$ cat config.mk
export PLATFORM = sky130hd
export DESIGN_NAME = vdp2_param_fifo
export DESIGN_NICKNAME = d
export VERILOG_FILES = /design/src/rtl/vdp2_fifo_pkg.sv /design/src/rtl/vdp2_fifo_mem.sv /design/src/rtl/vdp2_param_fifo.sv
export SDC_FILE = /design/constraint.sdc
export NUM_CORES = 1
export LEC_CHECK = 0
export ABC_AREA = 1
export ABC_CLOCK_PERIOD_IN_PS = 3600
export CAP_MARGIN = 20
export CORE_ASPECT_RATIO = 0.9
export CORE_UTILIZATION = 58
export DETAILED_ROUTE_END_ITERATION = 12
export PLACE_DENSITY_LB_ADDON = 0.1
export SLEW_MARGIN = 20
export SYNTH_ARGS = -nofsm -noshare
export SYNTH_HDL_FRONTEND = slang
export SYNTH_SLANG_ARGS = --single-unit
$ cat constraint.sdc
create_clock -name CLK -period 3.6 [get_ports CLK]
set_input_delay 0.9 -clock CLK [delete_from_list [all_inputs] [get_ports CLK]]
set_output_delay 0.9 -clock CLK [all_outputs]
set_load 0.02 [all_outputs]
$ cat src/rtl/vdp2_fifo_pkg.sv
// Shared types and helpers for the VDP2 parametrised FIFO family.
// Sizing helpers and the packed status word returned by the FIFO top.
package vdp2_fifo_pkg;

   localparam int DEF_DW = 36;
   localparam int DEF_AW = 3;

   function automatic int clog2(input int value);
      int result;
      result = 0;
      while ((1 << result) < value) result = result + 1;
      return result;
   endfunction

   function automatic int fifo_depth(input int aw);
      return 1 << aw;
   endfunction

   typedef struct packed {
      logic empty;
      logic full;
      logic almost_empty;
      logic almost_full;
      logic ovf;
      logic udf;
   } fifo_status_t;

endpackage

$ cat src/rtl/vdp2_fifo_mem.sv
// DEPTH x DW storage for the VDP2 FIFO: synchronous write, asynchronous read.
// Contents are deliberately not reset; only the pointers give the words meaning.
module vdp2_fifo_mem
   import vdp2_fifo_pkg::*;
#(
   parameter int DW = DEF_DW,
   parameter int AW = DEF_AW
) (
   input  logic          i_clk,
   input  logic          i_we,
   input  logic [AW-1:0] i_waddr,
   input  logic [DW-1:0] i_wdata,
   input  logic [AW-1:0] i_raddr,
   output logic [DW-1:0] o_rdata
);

   localparam int DEPTH = fifo_depth(AW);

   logic [DW-1:0] r_mem [DEPTH];

   always_ff @(posedge i_clk) begin
      if (i_we) r_mem[i_waddr] <= i_wdata;
   end

   assign o_rdata = r_mem[i_raddr];

endmodule

$ cat src/rtl/vdp2_param_fifo.sv
// Parametrised single-clock FIFO buffering VDP2 register/VRAM write requests.
// Showahead or registered read, fill count, thresholds, flush, sticky errors.
module vdp2_param_fifo
   import vdp2_fifo_pkg::*;
#(
   parameter int DW        = DEF_DW,
   parameter int AW        = DEF_AW,
   parameter int SHOWAHEAD = 1,
   parameter int AF_LEVEL  = (1 << AW) - 2,
   parameter int AE_LEVEL  = 1
) (
   input  logic          CLK,
   input  logic          RST_N,
   input  logic          SCLR,
   input  logic [DW-1:0] DATA,
   input  logic          WRREQ,
   input  logic          RDREQ,
   output logic [DW-1:0] Q,
   output logic          EMPTY,
   output logic          FULL,
   output logic          ALMOST_EMPTY,
   output logic          ALMOST_FULL,
   output logic [AW:0]   USEDW,
   output logic          OVF,
   output logic          UDF
);

   localparam int DEPTH = fifo_depth(AW);
   localparam logic [AW:0] CNT_FULL = (AW+1)'(DEPTH);

   logic [AW-1:0] r_wp;
   logic [AW-1:0] r_rp;
   logic [AW:0]   r_cnt;
   logic          r_ovf;
   logic          r_udf;

   logic          w_wr_ok;
   logic          w_rd_ok;
   logic          w_mem_we;
   logic [DW-1:0] w_rdata;
   fifo_status_t  w_status;

   // Handshake: WRREQ/RDREQ are requests sampled every rising edge, no
   // hold-off. A write is taken when not FULL, or when FULL with a same-cycle
   // read (the read frees the slot). A read is taken only when not EMPTY, so
   // a word written into an empty FIFO is never bypassed to the reader.
   // Rejected requests only set the sticky OVF/UDF flags.
   assign w_wr_ok  = WRREQ & (~w_status.full | RDREQ);
   assign w_rd_ok  = RDREQ & ~w_status.empty;
   assign w_mem_we = w_wr_ok & ~SCLR;

   // Thresholds compare as signed ints so out-of-range levels saturate.
   always_comb begin
      w_status              = '0;
      w_status.empty        = (r_cnt == '0);
      w_status.full         = (r_cnt == CNT_FULL);
      w_status.almost_empty = (int'(r_cnt) <= AE_LEVEL);
      w_status.almost_full  = (int'(r_cnt) >= AF_LEVEL);
      w_status.ovf          = r_ovf;
      w_status.udf          = r_udf;
   end

   always_ff @(posedge CLK or negedge RST_N) begin
      if (!RST_N) begin
         r_wp  <= '0;
         r_rp  <= '0;
         r_cnt <= '0;
         r_ovf <= 1'b0;
         r_udf <= 1'b0;
      end else if (SCLR) begin
         r_wp  <= '0;
         r_rp  <= '0;
         r_cnt <= '0;
         r_ovf <= 1'b0;
         r_udf <= 1'b0;
      end else begin
         if (w_wr_ok) r_wp <= r_wp + 1'b1;
         if (w_rd_ok) r_rp <= r_rp + 1'b1;
         case ({w_wr_ok, w_rd_ok})
            2'b10:   r_cnt <= r_cnt + 1'b1;
            2'b01:   r_cnt <= r_cnt - 1'b1;
            default: r_cnt <= r_cnt;
         endcase
         if (WRREQ && !w_wr_ok) r_ovf <= 1'b1;
         if (RDREQ && !w_rd_ok) r_udf <= 1'b1;
      end
   end

   vdp2_fifo_mem #(
      .DW (DW),
      .AW (AW)
   ) u_mem (
      .i_clk   (CLK),
      .i_we    (w_mem_we),
      .i_waddr (r_wp),
      .i_wdata (DATA),
      .i_raddr (r_rp),
      .o_rdata (w_rdata)
   );

   generate
      if (SHOWAHEAD != 0) begin : g_showahead
         assign Q = w_rdata;
      end else begin : g_registered
         logic [DW-1:0] r_q;
         always_ff @(posedge CLK or negedge RST_N) begin
            if (!RST_N)       r_q <= '0;
            else if (SCLR)    r_q <= '0;
            else if (w_rd_ok) r_q <= w_rdata;
         end
         assign Q = r_q;
      end
   endgenerate

   assign EMPTY        = w_status.empty;
   assign FULL         = w_status.full;
   assign ALMOST_EMPTY = w_status.almost_empty;
   assign ALMOST_FULL  = w_status.almost_full;
   assign USEDW        = r_cnt;
   assign OVF          = w_status.ovf;
   assign UDF          = w_status.udf;

endmodule

==> flow_summary_export.csv, run 1 <==
group,metric,value,unit
route,vias,7642,
placed_design,dp_hpwl,13300,um
synth,postSynthAreaPerCell,12.2,um^2
final_layout,nNetsFinal,1132,
global_routing,grt_overflow,0,
clock_tree,clock-sinks,300,
floorplan,die_x,154,um
route,drtIter0Drc,600,
placed_design,gp_congestion,0.752,
synth,ys_ff_latch,300,
synth,yosys_most_used_dff,"edfxtp_1",
route,routedWlPerCell,18.9,um
synth,synth_cell_types,28,
sta,hold_ws,0.498,ns
sta,slew_headroom,62.4,%
global_routing,grt_antenna_before_repair,0,
route,wl,25700,um
sta,slew_viol_final,0,
worst_setup_path,crit_fanout,72,
worst_setup_path,crit_path_end_kind,"primary output",
synth,async_flop_share,4.00,%
synth,netlist_area,12100,um^2
clock_tree,clk_pin_slew,0.06,ns
worst_setup_path,path_class,"reg -> out",
final_layout,final_util,71.0,%
route,vias_per_cell,5.62,
global_routing,grt_pass1_vias,7222,
sta,finalHoldViolations,0,
floorplan,design.core.area,20200,um^2
power_and_ir_drop,leakagePower,4.99,nW
sta,period_minus_slack,3.47,ns
sta,tns,0,ns
synth,synth_top_area_share,71.4,%
synth,syn-instance-count,995,
worst_setup_path,r2r_start,"USEDW[0]$_DFFE_PN0P_",
final_layout,syn2layout_area_growth,18.6,%
route,firstDrtPassIters,5,
placed_design,port_buffers,86,
route,drc,0,
worst_setup_path,r2r_slack,1.07,ns
sta,setup_viol,0,
sta,rsz0062_at_grt,"no",
final_layout,diodes,0,
synth,yosys.area.top_type,"edfxtp_1",
clock_tree,cts_root_buf,"clkbuf_16",
floorplan,start_util,59.8,%
worst_setup_path,reg2reg_to,"u_mem.r_mem[3][19]$_DFFE_PP_",
worst_setup_path,startpoint,"r_rp[0]$_DFFE_PN0P_",
global_routing,grt_max_degree,146,
synth,synth_area_leaders,"edfxtp_1 71%, nor2_1 7.1%, o21ai_0 7.0%, nand2_1 4.0%, dfrtp_1 2.5%",
hold_path,hp-start,"UDF$_DFFE_PN0P_",
synth,yosysSeqAreaShare,73.9,%
worst_setup_path,required,2.70,ns
synth,synth_edf_count,288,
clock_tree,numCtsBuffers,29,
floorplan,dieArea,21500,um^2
worst_setup_path,start_kind,"flip-flop",
status,status,"completed",
worst_setup_path,arrival,2.57,ns
synth,synth_fp_nets,1043,
clock_tree,clockBufferDepth,3,
hold_path,hold_class,"reg -> reg",
global_routing,grt.total_usage,23.6,%
sta,period_share,96.4,%
worst_setup_path,r2r.worst_path.cells,10,
global_routing,grt_pass1_wl,39100,um
clock_tree,htree_levels,1,
sta,worst_slew_pin_slew,0.562,ns
sta,fin_skew,0.0159,ns
sta,fmax,0.288,GHz
synth,yosysMostFrequentCell,"edfxtp_1",
run,maxCapViolations,0,
synth,synth_warnings,0,
floorplan,ios,87,
synth,synth_common_cells,"288 x edfxtp_1, 230 x nor2_1, 169 x o21ai_0",
final_layout,layout-drive-gt1-share,8.14,%
floorplan,die_y,139,um
power_and_ir_drop,ir_drop,568,uV
worst_setup_path,critPathCapture,"Q[30]",
clock_tree,cts_tree,"built",
floorplan,core.rowCount,49,
power_and_ir_drop,power_density,676,nW/um^2
route,ant_nets,0,
clock_tree,clk_latency,0.53,ns
[how the worst min path moves through the flow]
stage | slack [ns] | cells after the start | end
after floorplan | 0.55 | 2 | r_wp[2]$_DFFE_PN0P_
after global placement | 0.49 | 1 | UDF$_DFFE_PN0P_
after detailed placement | 0.48 | 1 | UDF$_DFFE_PN0P_
after CTS | 0.51 | 1 | UDF$_DFFE_PN0P_
after global routing | 0.53 | 1 | OVF$_DFFE_PN0P_
final | 0.50 | 1 | UDF$_DFFE_PN0P_
[final cells by class]
class,instances,area [um^2]
sequential,300,8960
clock inverter,12,109
multi-input combinational,621,2820
tap,255,319
timing repair buffer,115,1270
clock buffer,40,797
fill,1412,5880
inverter,17,76.3
[stage by stage]
stage	total power, W	instance area (um^2)	setup WS, ns	cells
after global placement	0.00673	13400	0.545	1304
after global routing	0.0102	14400	0.00909	1360
after detailed placement	0.00676	13400	0.486	1304
after floorplan	0.00580	12100	0.175	995
final	0.00971	14400	0.130	1360
after CTS	0.00966	14300	-0.00531	1357
[worst max-delay path, cell delays in order, from the launching register on]
cell	delay [ns]
dfrtp_4	0.53
clkbuf_16	0.35
nor2_1	0.08
nor2_1	0.11
o21ai_1	0.08
o21ai_1	0.10
nand2_1	0.07
nand2_1	0.08
clkdlybuf4s50_1	0.60
[timing repair]
| item | CTS | global route |
|---|---|---|
| hold endpoints to repair | 0 | 0 |
| gates cloned | 0 | 2 |
| hold buffers | 0 | 0 |
| setup buffers | 1 | 1 |
| resized for setup | 0 | 4 |
| setup endpoints to repair | 10 | 36 |
[cells by family after synthesis]
| group | after synthesis | share of synthesized area (%) |
|---|---|---|
| compound gates | 232 | 9.70 |
| xor+xnor | 3 | 0.217 |
| fa+ha+maj | 7 | 0.723 |
| buf+inv | 74 | 3.27 |
| flops | 300 | 73.9 |
| simple gates | 379 | 12.2 |
[placed cells by master, fill, tap and decap left out, drive strengths merged]
cell and count:
nand4 1, nand2 134, ha 7, clkinvlp 2, bufinv 2, inv 16
dfrtp 12, nor2 233, o21ai 222, nor3 1, xnor2 2, buf 27
clkbuf 42, a211oi 1, xor2 1, edfxtp 288, clkdlybuf4s50 86, a21oi 6
clkinv 9, o21a 3, nand3 10
[power by group]
group,internal [W],total [W],switching [W]
registers,0.00392,0.00404,0.000110
logic,0.00111,0.00279,0.00168
clock network,0.00168,0.00288,0.00121
[flip-flops by register name, indices dropped and copies added, names as in the netlist]
signal       count
OVF              1
UDF              1
USEDW            4
r_rp             3
r_wp             3
u_mem.r_mem    288
[metal layers]
layer | track usage, % | wire, um | vias to the layer above
met5 | 0 | 0 | -
met4 | 5.73 | 419 | 0
met3 | 3.31 | 1710 | 34
met2 | 38.1 | 12300 | 282
met1 | 34.4 | 11300 | 3653
li1 | - | - | 3673
(Power assumes the default switching activity.)
==> run 2, diff against run 1 <==
--- a/config.mk
+++ b/config.mk
@@ -6,10 +6,11 @@
 export NUM_CORES = 1
 export LEC_CHECK = 0
 export ABC_AREA = 1
-export ABC_CLOCK_PERIOD_IN_PS = 3600
+export ABC_CLOCK_PERIOD_IN_PS = 3400
 export CAP_MARGIN = 20
 export CORE_ASPECT_RATIO = 0.9
 export CORE_UTILIZATION = 58
+export CTS_BUF_LIST = sky130_fd_sc_hd__clkbuf_4 sky130_fd_sc_hd__clkbuf_8 sky130_fd_sc_hd__clkbuf_16
 export DETAILED_ROUTE_END_ITERATION = 12
 export PLACE_DENSITY_LB_ADDON = 0.1
 export SLEW_MARGIN = 20
==> constraint.sdc (replaced) <==
create_clock -name CLK -period 3.4 [get_ports CLK]
set_input_delay 0.85 -clock CLK [delete_from_list [all_inputs] [get_ports CLK]]
set_output_delay 0.85 -clock CLK [all_outputs]
set_load 0.02 [all_outputs]
==> run 2 against run 1 <==
  * Utilization up 1.8 points
  * Flip-flop and latch count did not move
  * Die area stayed put
  * Design area up 2.5%
  * Combinational power rose by 8.2%
  * Clock skew down 0.0039 ns
  * Critical path type unchanged
==> flow_summary_export.csv, run 2 (synthesis gave the netlist of run 1 again) <==
group,metric,value,unit
final_layout,n_fill_cell,1324,
global_routing,grt.total_usage,23.8,%
clock_tree,clk_latency,0.54,ns
sta,hold_ws,0.497,ns
floorplan,design.core.area,20200,um^2
final_layout,seq_area,8960,um^2
clock_tree,htree_levels,1,
worst_setup_path,crit_chain,"buf_4 -> clkinv_8 -> buf_12 -> nor2_1 -> o21ai_1 -> nand2_1 -> nand2_1 -> clkdlybuf4s50_1",
worst_setup_path,crit_family,"buffers and inverters",
placed_design,port_buffers,86,
sta,fin_skew,0.0120,ns
power_and_ir_drop,ir_drop,700,uV
final_layout,nNetsFinal,1146,
global_routing,grt_max_degree,48,
power_and_ir_drop,pwr-share-comb,28.2,%
sta,period_share,97.8,%
power_and_ir_drop,swShare,30.0,%
placed_design,pre_cts_ws,0.413,ns
final_layout,fin_area,14700,um^2
route,ant_nets,0,
power_and_ir_drop,power.share.sequential,39.8,%
hold_path,hold_class,"reg -> reg",
clock_tree,clockBufferDepth,3,
global_routing,grt_antenna_before_repair,1,
worst_setup_path,crit_path_frequent_cell,"nand2_1",
final_layout,largest_register,"u_mem.r_mem",
status,status,"completed",
route,firstDrtPassIters,5,
worst_setup_path,max_stage_delay,0.60,ns
final_layout,final_util,72.7,%
clock_tree,cts_tree,"built",
sta,finalHoldViolations,0,
final_layout,diodes,0,
worst_setup_path,crit_fanout,28,
worst_setup_path,required,2.55,ns
run,maxCapViolations,0,
floorplan,core.rowCount,49,
final_layout,largest_reg_flops,288,
sta,slew_headroom,60.2,%
worst_setup_path,crit_path_end_kind,"primary output",
route,routedWlPerCell,18.5,um
clock_tree,cts_root_buf,"clkbuf_16",
placed_design,dp_hpwl,13800,um
sta,slew_viol_final,0,
final_layout,multi_input_area,2820,um^2
placed_design,place_area,13500,um^2
clock_tree,cts_hold_buf,0,
floorplan,die_y,139,um
global_routing,grt_overflow,0,
clock_tree,numCtsBuffers,30,
worst_setup_path,arrival,2.48,ns
route,vias_per_cell,5.66,
power_and_ir_drop,leakagePower,5.41,nW
floorplan,ios,87,
final_layout,layout_commonest_cell,"edfxtp_1",
global_routing,grt_pass1_vias,7368,
sta,timing.final.ws_setup,0.0748,ns
worst_setup_path,start_kind,"flip-flop",
final_layout,layout-drive-gt1-share,10.4,%
sta,setup_viol,0,
sta,worst_slew_pin_slew,0.595,ns
placed_design,gp_congestion,0.762,
power_and_ir_drop,power_density,727,nW/um^2
clock_tree,clk_pin_slew,0.06,ns
route,wl,25500,um
clock_tree,clock-sinks,300,
final_layout,most-common-layout-cells,"288 x edfxtp_1, 222 x nor2_1, 169 x o21ai_0",
floorplan,start_util,59.8,%
route,vias,7798,
worst_setup_path,crit_slowest_cell,"clkdlybuf4s50_1",
power_and_ir_drop,clockPowerShare,32.0,%
sta,fmax,0.301,GHz
sta,period_minus_slack,3.33,ns
global_routing,grt_pass1_wl,39200,um
floorplan,die_x,154,um
power_and_ir_drop,internal_power,0.00749,W
route,drc,0,
floorplan,dieArea,21500,um^2
sta,tns,0,ns
final_layout,syn2layout_area_growth,21.5,%
worst_setup_path,path_class,"reg -> out",
route,drtIter0Drc,494,
power_and_ir_drop,switchingPower,0.00321,W
worst_setup_path,crit_buf_inv,4,
==> run 2: worst paths after layout <==
kind                                 startpoint                     endpoint  slack (ns)  cells past startpoint
min reg2reg                     UDF$_DFFE_PN0P_              UDF$_DFFE_PN0P_        0.50                      1
max                         r_rp[0]$_DFFE_PN0P_                        Q[29]        0.07                      8
min in group asynchronous                 RST_N              OVF$_DFFE_PN0P_        0.69                      1
min                             UDF$_DFFE_PN0P_              UDF$_DFFE_PN0P_        0.50                      1
max in group asynchronous                 RST_N          r_rp[1]$_DFFE_PN0P_        2.26                      1
max reg2reg                USEDW[0]$_DFFE_PN0P_  u_mem.r_mem[7][3]$_DFFE_PP_        0.90                     10
==> run 2: layout make-up <==
cell class | count | area share [%]
flip-flops and latches | 300 | 60.9
multi-input cells | 621 | 19.2
repair buffers | 128 | 10.1
clock buffers | 37 | 5.66
well taps | 255 | 2.17
clock inverters | 19 | 1.47
inverters | 17 | 0.519
==> run 2: per-layer routing <==
layer  wire, um  GRT usage [%]  share of wire, %  vias up
met1      11200           34.5                44     3765
met5          0              0                 0        -
met3       1600           3.16               6.3       39
li1           -              -                 -     3708
met2      12300           38.4                48      286
met4        416           6.36               1.6        0
==> run 2: stage by stage <==
step           cells  total power (W)
6_report        1377           0.0107
2_1_floorplan    995          0.00614
4_1_cts         1371           0.0107
5_1_grt         1377           0.0112
3_5_place_dp    1311          0.00723
3_3_place_gp    1311          0.00719
==> run 2: repair_timing <==
item | in CTS | in global routing
endpoints found under the setup margin | 36 | 31
pin swaps | 0 | 0
resized for setup | 4 | 30
setup buffers | 4 | 5
cloned | 0 | 1
==> run 2: power groups by stage <==
| stage | Sequential (W) | Combinational, W | Clock, W |
|---|---|---|---|
| floorplan | 0.00430 | 0.00184 | 0 |
| global placement | 0.00437 | 0.00281 | 0 |
| detailed placement | 0.00438 | 0.00285 | 0 |
| CTS | 0.00427 | 0.00298 | 0.00346 |
| global route | 0.00427 | 0.00333 | 0.00360 |
| finish | 0.00426 | 0.00302 | 0.00342 |
==> run 2: worst reg2reg max path, delay by kind of cell (launching register included) <==
family / cells / cell delay [ns]
flops: 1 / 0.48
buf+inv: 2 / 0.39
fa+ha+maj: 1 / 0.25
simple gates: 7 / 1.09
==> run 3, diff against run 2 <==
--- a/config.mk
+++ b/config.mk
@@ -9,7 +9,7 @@
 export ABC_CLOCK_PERIOD_IN_PS = 3400
 export CAP_MARGIN = 20
 export CORE_ASPECT_RATIO = 0.9
-export CORE_UTILIZATION = 58
+export CORE_UTILIZATION = 45
 export CTS_BUF_LIST = sky130_fd_sc_hd__clkbuf_4 sky130_fd_sc_hd__clkbuf_8 sky130_fd_sc_hd__clkbuf_16
 export DETAILED_ROUTE_END_ITERATION = 12
 export PLACE_DENSITY_LB_ADDON = 0.1
@@ -17,3 +17,4 @@
 export SYNTH_ARGS = -nofsm -noshare
 export SYNTH_HDL_FRONTEND = slang
 export SYNTH_SLANG_ARGS = --single-unit
+export TNS_END_PERCENT = 50
==> run 3 against run 2 <==
  * Fmax decreased by 0.15%
  * Via count decreased by 1.6%
  * Highest routed layer unchanged
  * Clock-buffer cell count increased by 4
  * Largest power group unchanged
  * Critical path type unchanged
  * Critical path depth down 1
  * First-iteration DRC count up 13%
==> flow_summary_export.csv, run 3 (synthesis gave the netlist of run 1 again) <==
group,metric,value,unit
clock_tree,clk_latency,0.51,ns
floorplan,dieArea,27600,um^2
power_and_ir_drop,swShare,30.1,%
sta,finalHoldViolations,0,
placed_design,gp_congestion,0.725,
global_routing,grt_overflow,0,
worst_setup_path,r2r_start,"USEDW[1]$_DFFE_PN0P_",
hold_path,hold_class,"reg -> reg",
floorplan,design.core.area,26300,um^2
run,maxCapViolations,0,
worst_setup_path,required,2.55,ns
route,wl,27400,um
sta,timing.final.ws_setup,0.0699,ns
power_and_ir_drop,switchingPower,0.00334,W
worst_setup_path,crit_fanout,23,
final_layout,layout-drive-gt1-share,10.1,%
global_routing,grt_pass1_vias,7350,
clock_tree,htree_levels,2,
clock_tree,clockBufferDepth,3,
route,routedWlPerCell,18.6,um
route,drtIter0Drc,560,
sta,rsz0062_at_grt,"yes",
power_and_ir_drop,internal_power,0.00776,W
sta,fin_skew,0.0172,ns
final_layout,syn2layout_area_growth,23.5,%
worst_setup_path,start_kind,"flip-flop",
hold_path,hold_path_end,"OVF$_DFFE_PN0P_",
worst_setup_path,crit_path_end_kind,"primary output",
sta,slew_viol_final,0,
worst_setup_path,crit_slowest_cell,"clkdlybuf4s50_1",
route,firstDrtPassIters,4,
clock_tree,cts_hold_buf,0,
power_and_ir_drop,leakagePower,5.47,nW
final_layout,largest_register,"u_mem.r_mem",
placed_design,pre_cts_ws,0.331,ns
floorplan,die_x,175,um
worst_setup_path,reg2reg_to,"u_mem.r_mem[5][18]$_DFFE_PP_",
power_and_ir_drop,power.share.sequential,38.4,%
worst_setup_path,crit_path_frequent_cell,"nand2_1",
final_layout,layout_commonest_cell,"edfxtp_1",
route,vias_per_cell,5.22,
sta,period_share,97.9,%
hold_path,hp-start,"OVF$_DFFE_PN0P_",
final_layout,diodes,0,
power_and_ir_drop,ir_drop,590,uV
worst_setup_path,path_class,"reg -> out",
route,vias,7674,
sta,slew_headroom,62.8,%
placed_design,dp_hpwl,13600,um
final_layout,multi_input_area,2820,um^2
route,ant_nets,0,
final_layout,n_fill_cell,2180,
global_routing,grt_antenna_before_repair,0,
global_routing,grt.total_usage,20.4,%
clock_tree,cts_tree,"built",
power_and_ir_drop,clockPowerShare,34.3,%
worst_setup_path,crit_chain,"inv_6 -> bufbuf_16 -> o21ai_0 -> o21ai_1 -> nand2_1 -> nand2_1 -> clkdlybuf4s50_1",
sta,worst_slew_pin_slew,0.556,ns
final_layout,seq_area,8960,um^2
floorplan,die_y,158,um
worst_setup_path,r2r_slack,0.97,ns
sta,setup_viol,0,
sta,hold_ws,0.497,ns
final_layout,most-common-layout-cells,"288 x edfxtp_1, 222 x nor2_1, 169 x o21ai_0",
global_routing,grt_pass1_wl,42500,um
power_and_ir_drop,power_density,742,nW/um^2
clock_tree,numCtsBuffers,34,
final_layout,largest_reg_flops,288,
sta,period_minus_slack,3.33,ns
global_routing,grt_max_degree,53,
worst_setup_path,max_stage_delay,0.59,ns
status,status,"completed",
final_layout,nNetsFinal,1144,
route,drc,0,
worst_setup_path,arrival,2.48,ns
power_and_ir_drop,pwr-share-comb,27.3,%
floorplan,ios,87,
clock_tree,clock-sinks,300,
floorplan,start_util,46.1,%
sta,fmax,0.300,GHz
worst_setup_path,r2r.worst_path.cells,10,
hold_path,holdPathStages,1,
placed_design,port_buffers,86,
clock_tree,clk_pin_slew,0.06,ns
floorplan,core.rowCount,56,
clock_tree,cts_root_buf,"clkbuf_16",
==> run 3: cell count changes in the layout (fill, tap and decap cells not counted), moves of 2 or more <==
cell	previous run	this run
clkinv_2	11	5
clkbuf_8	2	0
clkdlybuf4s50_1	60	55
dlymetal6s2s_1	26	29
buf_12	15	13
inv_6	0	3
clkinvlp_4	0	2
clkinv_1	3	7
clkbuf_16	32	38
dlygate4sd2_1	0	2
buf_6	2	0
buf_4	21	17
==> run 3: layer usage <==
layer | up-vias | track usage, % | wire (um)
met5 | - | 0 | 0
met4 | 0 | 5.09 | 444
met3 | 44 | 3.27 | 1450
met2 | 214 | 32.7 | 12600
met1 | 3708 | 29.3 | 12900
li1 | 3708 | - | -
==> run 3: layout make-up <==
class	instances	share of cell area [%]
Clock buffer	41	6.40
Clock inverter	21	1.57
Tap cell	348	2.91
Multi-Input combinational cell	621	18.9
Inverter	17	0.460
Timing Repair Buffer	122	9.86
Sequential cell	300	59.9
==> run 3: how the worst max path moves through the flow <==
stage | startpoint | to | slack, ns | depth (start not counted)
after detailed placement | r_rp[0]$_DFFE_PN0P_ | Q[21] | 0.33 | 7
after global routing | r_rp[0]$_DFFE_PN0P_ | Q[11] | -0.04 | 7
after floorplan | USEDW[0]$_DFFE_PN0P_ | u_mem.r_mem[1][0]$_DFFE_PP_ | -0.03 | 9
after global placement | r_rp[0]$_DFFE_PN0P_ | Q[0] | 0.34 | 7
after CTS | r_rp[0]$_DFFE_PN0P_ | Q[31] | 0.02 | 7
final | r_rp[0]$_DFFE_PN0P_ | Q[11] | 0.07 | 7
==> run 3: power by group through the flow <==
| stage | sequential [W] | combinational (W) | clock, W |
|---|---|---|---|
| detailed placement | 0.00439 | 0.00284 | 0 |
| global placement | 0.00439 | 0.00283 | 0 |
| CTS | 0.00426 | 0.00308 | 0.00389 |
| floorplan | 0.00430 | 0.00184 | 0 |
| global route | 0.00427 | 0.00337 | 0.00402 |
| finish | 0.00426 | 0.00303 | 0.00381 |
==> run 3: worst max-delay path: cells and delay by family, from the launching register on <==
kind / cells / cell delay [ns]
buffers and inverters: 3 / 1.09
DFF: 1 / 0.54
AOI/OAI and AO/OA: 2 / 0.19
and+or+nand+nor: 2 / 0.16
==> run 3: per-stage QoR <==
step	cell area [um^2]	instances	utilization (%)	setup TNS (ns)	total power [W]
floorplan	12100	995	-	-3.86	0.00614
global placement	13500	1398	51.4	0	0.00721
detailed placement	13500	1398	51.4	0	0.00723
CTS	14800	1469	56.5	0	0.0112
global route	14900	1470	56.9	-0.0963	0.0117
finish	14900	1470	56.9	0	0.0111
==> run 3: repair_timing <==
item                       4_1_cts  5_1_grt
cloned                           2        1
resized for setup                5       30
buffers inserted                 7        0
pin swaps                        0        0
setup endpoints to repair       33       31
